## config.mk

```make
export PLATFORM = sky130hd
export DESIGN_NAME = dcache_qspi_flat
export DESIGN_NICKNAME = d
export VERILOG_FILES = /design/src/rtl/mem_pkg.sv /design/src/rtl/dcache_qspi_if.sv /design/src/rtl/dcache_qspi.sv /design/src/flat_wrapper.sv
export SDC_FILE = /design/constraint.sdc
export NUM_CORES = 1
export LEC_CHECK = 0
export CAP_MARGIN = 20
export CORE_AREA = 2 2 66 81
export DETAILED_ROUTE_END_ITERATION = 6
export DIE_AREA = 0 0 68 83
export HOLD_SLACK_MARGIN = 0.12
export PLACE_DENSITY = 0.65
export SLEW_MARGIN = 20
export SYNTH_ARGS = -nofsm -noshare
export SYNTH_HDL_FRONTEND = slang
export SYNTH_SLANG_ARGS = --single-unit
```

## constraint.sdc

```tcl
create_clock -name clk -period 4.28 [get_ports clk]
set_input_delay 0.856 -clock clk [delete_from_list [all_inputs] [get_ports clk]]
set_output_delay 0.856 -clock clk [all_outputs]
set_load 0.005 [all_outputs]
```

## src/rtl/mem_pkg.sv

```systemverilog
// Shared definitions for the data-cache QSPI memory controller: FSM states,
// transfer lengths and default PSRAM opcodes.
package mem_pkg;

    typedef enum logic [2:0] {
        IDLE,
        CMD,
        ADDR,
        DUMMY,
        DATA,
        DONE
    } state_t;

    localparam int NIBBLES_CMD  = 2;
    localparam int NIBBLES_ADDR = 6;
    localparam int NIBBLES_LINE = 8;

    localparam logic [7:0] DEF_READ_CMD  = 8'hEB;
    localparam logic [7:0] DEF_WRITE_CMD = 8'h38;

    // Nibble idx of the 24-bit address, idx 0 being the most significant.
    function automatic logic [3:0] addr_nibble(input logic [23:0] addr, input logic [2:0] idx);
        logic [3:0] nib;
        case (idx)
            3'd0:    nib = addr[23:20];
            3'd1:    nib = addr[19:16];
            3'd2:    nib = addr[15:12];
            3'd3:    nib = addr[11:8];
            3'd4:    nib = addr[7:4];
            default: nib = addr[3:0];
        endcase
        return nib;
    endfunction

endpackage

```

## src/rtl/dcache_qspi_if.sv

```systemverilog
// Bundle of cache-side miss/strobe signals and the quad-SPI pins of dcache_qspi.
interface dcache_qspi_if #(
    parameter int PA = 22
);
    logic          active;
    logic          pull;
    logic          push;
    logic [PA-3:0] tag;
    logic [3:0]    dwrite;
    logic [3:0]    dread;
    logic          wstrobe_d;
    logic          rstrobe_d;
    logic          busy;
    logic          spi_cs_n;
    logic          spi_sck;
    logic          spi_oe;
    logic [3:0]    spi_dout;
    logic [3:0]    spi_din;

    // master: cache plus memory device; slave: the controller itself
    modport master (
        output active, pull, push, tag, dwrite, spi_din,
        input  dread, wstrobe_d, rstrobe_d, busy, spi_cs_n, spi_sck, spi_oe, spi_dout
    );

    modport slave (
        input  active, pull, push, tag, dwrite, spi_din,
        output dread, wstrobe_d, rstrobe_d, busy, spi_cs_n, spi_sck, spi_oe, spi_dout
    );
endinterface

```

## src/rtl/dcache_qspi.sv

```systemverilog
// Data-cache line fill/writeback engine: moves one 4-byte line as 8 nibbles
// over a QPI-mode PSRAM bus with SCK = clk/2.
module dcache_qspi
    import mem_pkg::*;
#(
    parameter int         PA         = 22,
    parameter logic [7:0] READ_CMD   = DEF_READ_CMD,
    parameter logic [7:0] WRITE_CMD  = DEF_WRITE_CMD,
    parameter int         READ_DUMMY = 6,
    parameter int         CS_HIGH    = 2
) (
    input  logic         clk,
    input  logic         reset,
    dcache_qspi_if.slave bus
);

    state_t        r_state, w_state_nx;
    logic [3:0]    r_cnt, w_cnt_nx;
    logic          r_phase, w_phase_nx;
    logic          r_op_wr, w_op_wr_nx;
    logic [PA-3:0] r_tag, w_tag_nx;
    logic [3:0]    r_dread, w_dread_nx;
    logic          r_wstrobe, w_wstrobe_nx;
    logic [3:0]    r_wdata, w_wdata_nx;

    logic [23:0]   w_addr;
    logic [7:0]    w_cmd;
    logic [3:0]    w_limit;
    logic          w_last;
    logic          w_xfer;

    assign w_addr = 24'({r_tag, 2'b00});
    assign w_cmd  = r_op_wr ? WRITE_CMD : READ_CMD;

    always_comb begin
        w_limit = 4'd1;
        case (r_state)
            CMD:     w_limit = 4'(NIBBLES_CMD);
            ADDR:    w_limit = 4'(NIBBLES_ADDR);
            DUMMY:   w_limit = 4'(READ_DUMMY);
            DATA:    w_limit = 4'(NIBBLES_LINE);
            DONE:    w_limit = 4'(CS_HIGH);
            default: w_limit = 4'd1;
        endcase
    end

    assign w_last = (r_cnt == w_limit - 4'd1);

    always_comb begin
        w_state_nx   = r_state;
        w_cnt_nx     = r_cnt;
        w_phase_nx   = r_phase;
        w_op_wr_nx   = r_op_wr;
        w_tag_nx     = r_tag;
        w_dread_nx   = r_dread;
        w_wstrobe_nx = 1'b0;
        w_wdata_nx   = r_wdata;
        case (r_state)
            IDLE: begin
                if (bus.active && (bus.push || bus.pull)) begin
                    w_state_nx = CMD;
                    w_cnt_nx   = 4'd0;
                    w_phase_nx = 1'b0;
                    w_op_wr_nx = bus.push;
                    w_tag_nx   = bus.tag;
                end
            end
            CMD, ADDR, DUMMY, DATA: begin
                w_phase_nx = ~r_phase;
                // Write data is taken at the end of phase 0, read data at the end of phase 1
                if (r_state == DATA && r_op_wr && !r_phase)
                    w_wdata_nx = bus.dwrite;
                if (r_state == DATA && !r_op_wr && r_phase) begin
                    w_dread_nx   = bus.spi_din;
                    w_wstrobe_nx = 1'b1;
                end
                if (r_phase) begin
                    if (w_last) begin
                        w_cnt_nx = 4'd0;
                        case (r_state)
                            CMD:     w_state_nx = ADDR;
                            ADDR:    w_state_nx = r_op_wr ? DATA : DUMMY;
                            DUMMY:   w_state_nx = DATA;
                            default: w_state_nx = DONE;
                        endcase
                    end else begin
                        w_cnt_nx = r_cnt + 4'd1;
                    end
                end
            end
            DONE: begin
                // CS-high recovery; requests are deliberately ignored here
                if (w_last) begin
                    w_state_nx = IDLE;
                    w_cnt_nx   = 4'd0;
                end else begin
                    w_cnt_nx = r_cnt + 4'd1;
                end
            end
            default: w_state_nx = IDLE;
        endcase
    end

    always_ff @(posedge clk) begin
        if (reset) begin
            r_state   <= IDLE;
            r_cnt     <= 4'd0;
            r_phase   <= 1'b0;
            r_op_wr   <= 1'b0;
            r_dread   <= 4'd0;
            r_wstrobe <= 1'b0;
        end else begin
            r_state   <= w_state_nx;
            r_cnt     <= w_cnt_nx;
            r_phase   <= w_phase_nx;
            r_op_wr   <= w_op_wr_nx;
            r_dread   <= w_dread_nx;
            r_wstrobe <= w_wstrobe_nx;
        end
    end

    always_ff @(posedge clk) begin
        r_tag   <= w_tag_nx;
        r_wdata <= w_wdata_nx;
    end

    assign w_xfer = (r_state == CMD) || (r_state == ADDR) || (r_state == DUMMY) || (r_state == DATA);

    assign bus.spi_cs_n  = ~w_xfer;
    assign bus.spi_sck   = w_xfer & r_phase;
    assign bus.spi_oe    = (r_state == CMD) || (r_state == ADDR) || (r_state == DATA && r_op_wr);
    assign bus.rstrobe_d = (r_state == DATA) && r_op_wr && !r_phase;
    assign bus.wstrobe_d = r_wstrobe;
    assign bus.dread     = r_dread;
    assign bus.busy      = (r_state != IDLE);

    // dwrite goes straight to the pins in phase 0 and is held from r_wdata across the SCK high phase
    always_comb begin
        bus.spi_dout = 4'd0;
        case (r_state)
            CMD:     bus.spi_dout = (r_cnt == 4'd0) ? w_cmd[7:4] : w_cmd[3:0];
            ADDR:    bus.spi_dout = addr_nibble(w_addr, r_cnt[2:0]);
            DATA:    if (r_op_wr) bus.spi_dout = r_phase ? r_wdata : bus.dwrite;
            default: bus.spi_dout = 4'd0;
        endcase
    end

endmodule

```

## src/flat_wrapper.sv

```systemverilog
// flat-port wrapper written by rule: the top's interface ports become plain ports
module dcache_qspi_flat import mem_pkg::*;
#(
    parameter int         PA         = 22,
    parameter logic [7:0] READ_CMD   = DEF_READ_CMD,
    parameter logic [7:0] WRITE_CMD  = DEF_WRITE_CMD,
    parameter int         READ_DUMMY = 6,
    parameter int         CS_HIGH    = 2
)
  (clk, reset, bus_active, bus_pull, bus_push, bus_tag, bus_dwrite, bus_spi_din, bus_dread, bus_wstrobe_d, bus_rstrobe_d, bus_busy, bus_spi_cs_n, bus_spi_sck, bus_spi_oe, bus_spi_dout);
  dcache_qspi_if #(.PA(PA)) bus_i ();
  input  logic clk;
  input  logic reset;
  input wire logic [$bits(bus_i.active)-1:0] bus_active;
  input wire logic [$bits(bus_i.pull)-1:0] bus_pull;
  input wire logic [$bits(bus_i.push)-1:0] bus_push;
  input wire logic [$bits(bus_i.tag)-1:0] bus_tag;
  input wire logic [$bits(bus_i.dwrite)-1:0] bus_dwrite;
  input wire logic [$bits(bus_i.spi_din)-1:0] bus_spi_din;
  output wire logic [$bits(bus_i.dread)-1:0] bus_dread;
  output wire logic [$bits(bus_i.wstrobe_d)-1:0] bus_wstrobe_d;
  output wire logic [$bits(bus_i.rstrobe_d)-1:0] bus_rstrobe_d;
  output wire logic [$bits(bus_i.busy)-1:0] bus_busy;
  output wire logic [$bits(bus_i.spi_cs_n)-1:0] bus_spi_cs_n;
  output wire logic [$bits(bus_i.spi_sck)-1:0] bus_spi_sck;
  output wire logic [$bits(bus_i.spi_oe)-1:0] bus_spi_oe;
  output wire logic [$bits(bus_i.spi_dout)-1:0] bus_spi_dout;
  assign bus_i.active = bus_active;
  assign bus_i.pull = bus_pull;
  assign bus_i.push = bus_push;
  assign bus_i.tag = bus_tag;
  assign bus_i.dwrite = bus_dwrite;
  assign bus_i.spi_din = bus_spi_din;
  assign bus_dread = bus_i.dread;
  assign bus_wstrobe_d = bus_i.wstrobe_d;
  assign bus_rstrobe_d = bus_i.rstrobe_d;
  assign bus_busy = bus_i.busy;
  assign bus_spi_cs_n = bus_i.spi_cs_n;
  assign bus_spi_sck = bus_i.spi_sck;
  assign bus_spi_oe = bus_i.spi_oe;
  assign bus_spi_dout = bus_i.spi_dout;
  dcache_qspi #(.PA(PA), .READ_CMD(READ_CMD), .WRITE_CMD(WRITE_CMD), .READ_DUMMY(READ_DUMMY), .CS_HIGH(CS_HIGH)) u_core (.clk(clk), .reset(reset), .bus(bus_i));
endmodule
```

==> results of run 1 <==
==> layout make-up <==
class                   instances  area, sq um
flip-flops and latches         38         1001
well taps                      60        75.07
fillers                       450         2341
inverters                       8        30.03
clock buffers                   5        68.82
multi-input cells             118        805.8
clock inverters                 3        45.04
repair buffers                 47        467.9
==> per-stage QoR <==
step / area, sq um / hold WS, ps / util, %
after floorplan: 1886 / 486.1 / -
after global placement: 2380 / 476.7 / 49.22
after detailed placement: 2380 / 488.5 / 49.22
after CTS: 2494 / 505.7 / 51.58
after global routing: 2494 / 535.1 / 51.58
final: 2494 / 499.9 / 51.58
==> flip-flops by register name (all words and copies together), names as in the netlist <==
signal,count
u_core.r_state,3
u_core.r_phase,1
u_core.r_tag,20
u_core.bus.dread,4
u_core.r_op_wr,1
u_core.bus.wstrobe_d,1
u_core.r_wdata,4
u_core.r_cnt,4
==> how the worst max path moves through the flow <==
stage	start	endpoint	slack (ps)	cells past startpoint
4_1_cts	u_core.r_cnt[0]$_SDFFE_PP0P_	bus_spi_dout[3]	820	8
6_report	u_core.r_cnt[0]$_SDFFE_PP0P_	bus_spi_dout[3]	810	8
2_1_floorplan	u_core.r_state[2]$_SDFFE_PP0P_	bus_spi_dout[3]	1880	6
3_5_place_dp	u_core.r_cnt[0]$_SDFFE_PP0P_	bus_spi_dout[2]	1150	8
5_1_grt	u_core.r_cnt[0]$_SDFFE_PP0P_	bus_spi_dout[3]	660	8
3_3_place_gp	u_core.r_state[2]$_SDFFE_PP0P_	bus_spi_dout[3]	1190	5
==> layout by cell type, fill, tap and decap left out, drive strengths merged, types with 3 or more instances in the layout <==
master,instances
a211oi,3
a21oi,8
a32oi,5
clkbuf,5
clkdlybuf4s50,46
dfxtp,14
edfxtp,24
ha,8
inv,8
mux2i,9
nand2,12
nand3,3
nand4b,3
nor2,17
nor3,4
o211ai,3
o21ai,11
==> Yosys cell counts, drive strengths merged, types with 2 or more instances <==
cell    count
nand2b      2
edfxtp     24
nand2      12
nor2       17
nor3        4
a31oi       2
a32oi       5
o21ai      11
clkbuf      6
o211ai      3
dfxtp      14
o221ai      2
a211o       2
a22oi       2
inv         8
nand3       3
ha          8
nand4b      3
mux2i       9
nand3b      2
buf         4
or4         2
a211oi      3
a222oi      2
a21oi       8
==> report_power, final <==
group	switching (mW)	internal, mW
combinational	0.179	0.178
sequential	0.0586	0.447
clock	0.129	0.173
==> per-layer routing <==
metal  routed length, um  share of wire [%]  GRT usage [%]  vias to the layer above
li1                    -                  -              -                      747
met5                   0                  0              0                        -
met3                 167                4.2          4.336                        6
met2                2023                 51          24.62                       31
met4                  61                1.5          5.818                        0
met1                1727                 43          18.60                      719
==> logic make-up after synthesis <==
kind of cell    Yosys count  share of synthesized area [%]
mux                       9                          4.778
buf+inv                  18                          4.180
flops                    38                          53.09
simple gates             54                          15.53
xor+xnor                  1                         0.4646
compound gates           46                          16.66
fa+ha+maj                 8                          5.309
==> worst register-to-register path: cells and delay by family, from the launching register on <==
kind	cells	cell delay, ps
AOI/OAI and AO/OA	3	670
DFF	1	590
and+or+nand+nor	2	830
==> flow_summary.yaml, run 1 <==
status:
  outcome: "completed"
yosys:
  syn-instance-count: 174
  synth_top_area_share_pct: 38.22
  synth-seq-cells: 38
  syn_nets: 215
  yosysUniqueCellTypes: 44
  yosys.area.top_type: "edfxtp_1"
  synthArstFlopShare_pct: 0
  synth_warnings: 0
  synth_edf_count: 24
  syn_area_sq_um: 1886
  ys.flop_type: "edfxtp_1"
  ys_top_cells_by_area: "edfxtp_1 (38%), dfxtp_1 (15%), ha_1 (5.3%), mux2i_1 (4.8%), nor2_1 (3.4%)"
  ys_seq_area_share_pct: 53.09
  avgSynthCellArea_sq_um: 10.84
timing:
  finalSetupViolCount: 0
  min_period_over_period_pct: 81.11
  max-slew-margin-rel_pct: 57.80
  fmax_mhz: 288.1
  tns_ps: 0
  hold_viol_final: 0
  final_max_slew_viol_count: 0
  worst_slack_ps: 808.4
  skew_ps: 8.005
  period_needed_ps: 3472
  rsz0062_at_grt: "false"
  worstMarginPinSlew_ps: 626.3
critical_path:
  cpMaxStageDelayCell: "clkdlybuf4s50_1"
  arrival_ps: 2620
  crit_type: "reg -> out"
  r2r_cells: 5
  start_kind: "flip-flop"
  rrSetupSlack_ps: 2120
  worstReg2RegEnd: "u_core.r_state[2]$_SDFFE_PP0P_"
  crit_chain: "inv_1 -> ha_1 -> nor3_1 -> o21bai_1 -> o211ai_1 -> o21ai_0 -> o21ai_0 -> clkdlybuf4s50_1"
  cp.buffers_inverters: 2
  end_kind: "primary output"
  crit_family: "buffers and inverters"
  cp_common_cell: "o21ai_0"
  crit_fanout: 10
  slowest_delay_ps: 550
  reg2reg_from: "u_core.r_state[0]$_SDFFE_PP0P_"
  crit_required_ps: 3420
clock_tree:
  clock_latency_ps: 290
  clkSinkCount: 38
  max-clock-path-buffers: 2
  cts_hold_buf: 0
  cts_tree: "done"
  clkSlewWorstSetupHoldPaths_ps: 70
  ctsResizeCount: 0
  cts-root-buf: "clkbuf_8"
  numCtsBuffers: 5
  cts_max_level: 2
  post_cts_buffers: 0
global_route:
  grt_pass1_vias: 1453
  antenna_found_initial: 0
  grt_overflow_total: 0
  grt_usage_pct: 15.19
  grt_pass1_wl_um: 6624
  grt_max_degree: 22
drt:
  postRouteAntennaNets: 0
  drt_wl_total_um: 3979
  wl_per_cell_um: 14.26
  viasPerCell: 5.387
  drc: 0
  drt-initial-drc-count: 110
  vias: 1503
  firstDrtPassIters: 4
layout:
  area_growth_pct: 32.25
  n_antenna_cell: 0
  finalNonFillerCells: 279
  layout.nets: 259
  drive_gt1_share_pct: 5.936
floorplanning:
  initial_utilization_pct: 39.00
  io_pins: 47
  core_area_sq_um: 4835
  std_cell_rows: 28
  die_h_um: 83
  die_area_sq_um: 5644
  dieWidth_um: 68
job:
  cap_violations: 0
power_and_ir_drop:
  power.total_mw: 1.165
  power_per_cell_area_nw_per_um2: 467.3
  max-vdd-ir-drop_v: 0.0002280
  leakagePower_nw: 0.8895
place:
  gp_congestion: 0.7810
  io_buffer_count: 46
  dp_slack_ps: 1154
  dp_hpwl_um: 2938
  post-place-cells: 271
worst_hold_path:
  min_path_type: "reg -> reg"
  hp-start: "u_core.bus.dread[0]$_SDFFE_PP0P_"
  hold-path-cell-count: 2
  min_to: "u_core.bus.dread[0]$_SDFFE_PP0P_"
(Power assumes the default switching activity.)
==> run 2, diff against run 1 <==
PLACE_DENSITY = 0.68   (was 0.65)
clock period = 2.8 ns   (was 4.28 ns; I/O delays follow)
==> run 2 against run 1 <==
First-iteration DRC count rose by 4.5%. Sequential share of layout area fell by 1.1 points. Total power rose by 56%. Flip-flop and latch count did not move. Global-route usage rose by 0.43 points. Worst hold slack improved by 0.61 ps. Utilization rose by 1.9 points. Clock power rose by 55%. Largest power group unchanged.
==> flow_summary.yaml, run 2 (synthesis results as in run 1) <==
global_route:
  grt_overflow_total: 0
  grt_max_degree: 22
  antenna_found_initial: 0
  grt_usage_pct: 15.62
  grt_pass1_vias: 1435
  grt_pass1_wl_um: 6762
critical_path:
  cpMaxStageDelayCell: "clkdlybuf4s50_1"
  slowest_delay_ps: 510
  crit_fanout: 8
  crit_chain: "inv_1 -> ha_2 -> nand2_1 -> inv_1 -> ha_1 -> o22a_1 -> o21ai_1 -> clkdlybuf4s50_1"
  crit_type: "reg -> out"
  start_kind: "flip-flop"
  cp_common_cell: "inv_1"
  arrival_ps: 2180
  end_kind: "primary output"
  crit_required_ps: 2240
layout:
  area_growth_pct: 37.16
  drive_gt1_share_pct: 12.50
  layout.nets: 264
  layout_common_cells: "clkdlybuf4s50_1 (45), edfxtp_1 (24), nor2_1 (17), nand2_1 (11), dfxtp_1 (10)"
  regMostFlops: "u_core.r_tag"
  final_cell_area_sq_um: 2586
  largest_register_ffs: 20
  n_antenna_cell: 0
  finish.utilization_pct: 53.49
  fill_cells: 446
  final_common_cell: "clkdlybuf4s50_1"
power_and_ir_drop:
  power_per_cell_area_nw_per_um2: 701.5
  power.total_mw: 1.814
  leakagePower_nw: 0.9306
  max-vdd-ir-drop_v: 0.0002811
status:
  outcome: "completed"
floorplanning:
  std_cell_rows: 28
  dieWidth_um: 68
  die_area_sq_um: 5644
  initial_utilization_pct: 39.00
  io_pins: 47
  core_area_sq_um: 4835
  die_h_um: 83
timing:
  worstMarginPinSlew_ps: 585.4
  finalSetupViolCount: 0
  hold_viol_final: 0
  hold_slack_ps: 500.5
  final_max_slew_viol_count: 0
  skew_ps: 9.588
  min_period_over_period_pct: 97.74
  tns_ps: 0
  period_needed_ps: 2737
  max-slew-margin-rel_pct: 60.85
  fmax_mhz: 365.4
  rsz0062_at_grt: "true"
drt:
  viasPerCell: 5.313
  vias: 1509
  drt_wl_total_um: 4019
  drt-initial-drc-count: 115
  firstDrtPassIters: 4
  wl_per_cell_um: 14.15
  postRouteAntennaNets: 0
  drc: 0
clock_tree:
  cts-root-buf: "clkbuf_8"
  cts_max_level: 2
  clkSlewWorstSetupHoldPaths_ps: 80
  clock_latency_ps: 290
  numCtsBuffers: 5
  cts_hold_buf: 0
  cts_tree: "done"
  max-clock-path-buffers: 2
  clkSinkCount: 38
place:
  io_buffer_count: 46
  gp_congestion: 0.8325
  placed_area_sq_um: 2417
  dp_hpwl_um: 2913
job:
  cap_violations: 0
worst_hold_path:
  min_path_type: "reg -> reg"
run 2: per-layer routing:
layer | routed length, um | global-route usage [%]
met5 | 0 | 0
met2 | 2058 | 24.98
met1 | 1731 | 19.98
met4 | 68 | 5.455
met3 | 161 | 4.065
run 2: what timing repair did:
item	CTS	global route
pin swaps	0	0
resized for setup	12	7
setup endpoints to repair	4	3
setup buffers	0	0
run 2: layout make-up:
cell class | instances | area, sq um | area share [%]
well taps | 60 | 75.07 | 2.903
clock inverters | 3 | 45.04 | 1.742
inverters | 8 | 30.03 | 1.161
flip-flops and latches | 38 | 1011 | 39.09
repair buffers | 52 | 504.2 | 19.50
clock buffers | 5 | 68.82 | 2.661
multi-input cells | 118 | 852.1 | 32.95
run 2: where the power goes:
part           internal, mW  total [mW]  leakage, nW  switching [mW]
Combinational         0.292       0.600        0.540           0.308
Sequential            0.683       0.746        0.341          0.0631
Clock                 0.265       0.468       0.0504           0.203
Total                  1.24        1.81        0.931           0.574
run 2: final timing paths:
check,startpoint,end,slack [ps],depth (start not counted)
setup / recovery,u_core.r_cnt[0]$_SDFFE_PP0P_,bus_spi_dout[3],60,8
hold / removal,u_core.bus.dread[0]$_SDFFE_PP0P_,u_core.bus.dread[0]$_SDFFE_PP0P_,500,2
setup reg to reg,u_core.r_state[1]$_SDFFE_PP0P_,u_core.r_state[2]$_SDFFE_PP0P_,820,6
hold reg to reg,u_core.bus.dread[0]$_SDFFE_PP0P_,u_core.bus.dread[0]$_SDFFE_PP0P_,500,2
run 2: stage by stage:
| step | cells | setup WS (ps) |
|---|---|---|
| floorplan | 174 | 512.9 |
| global placement | 276 | 182.8 |
| detailed placement | 276 | 95.87 |
| CTS | 284 | 32.81 |
| global route | 284 | -71.25 |
| finish | 284 | 63.33 |
run 2: worst max-delay path: cells and delay by family (launching register included):
kind	cells	cell delay, ps
adders and majority gates	2	440
AOI/OAI and AO/OA	2	270
buffers and inverters	3	670
DFF	1	400
and+or+nand+nor	1	100
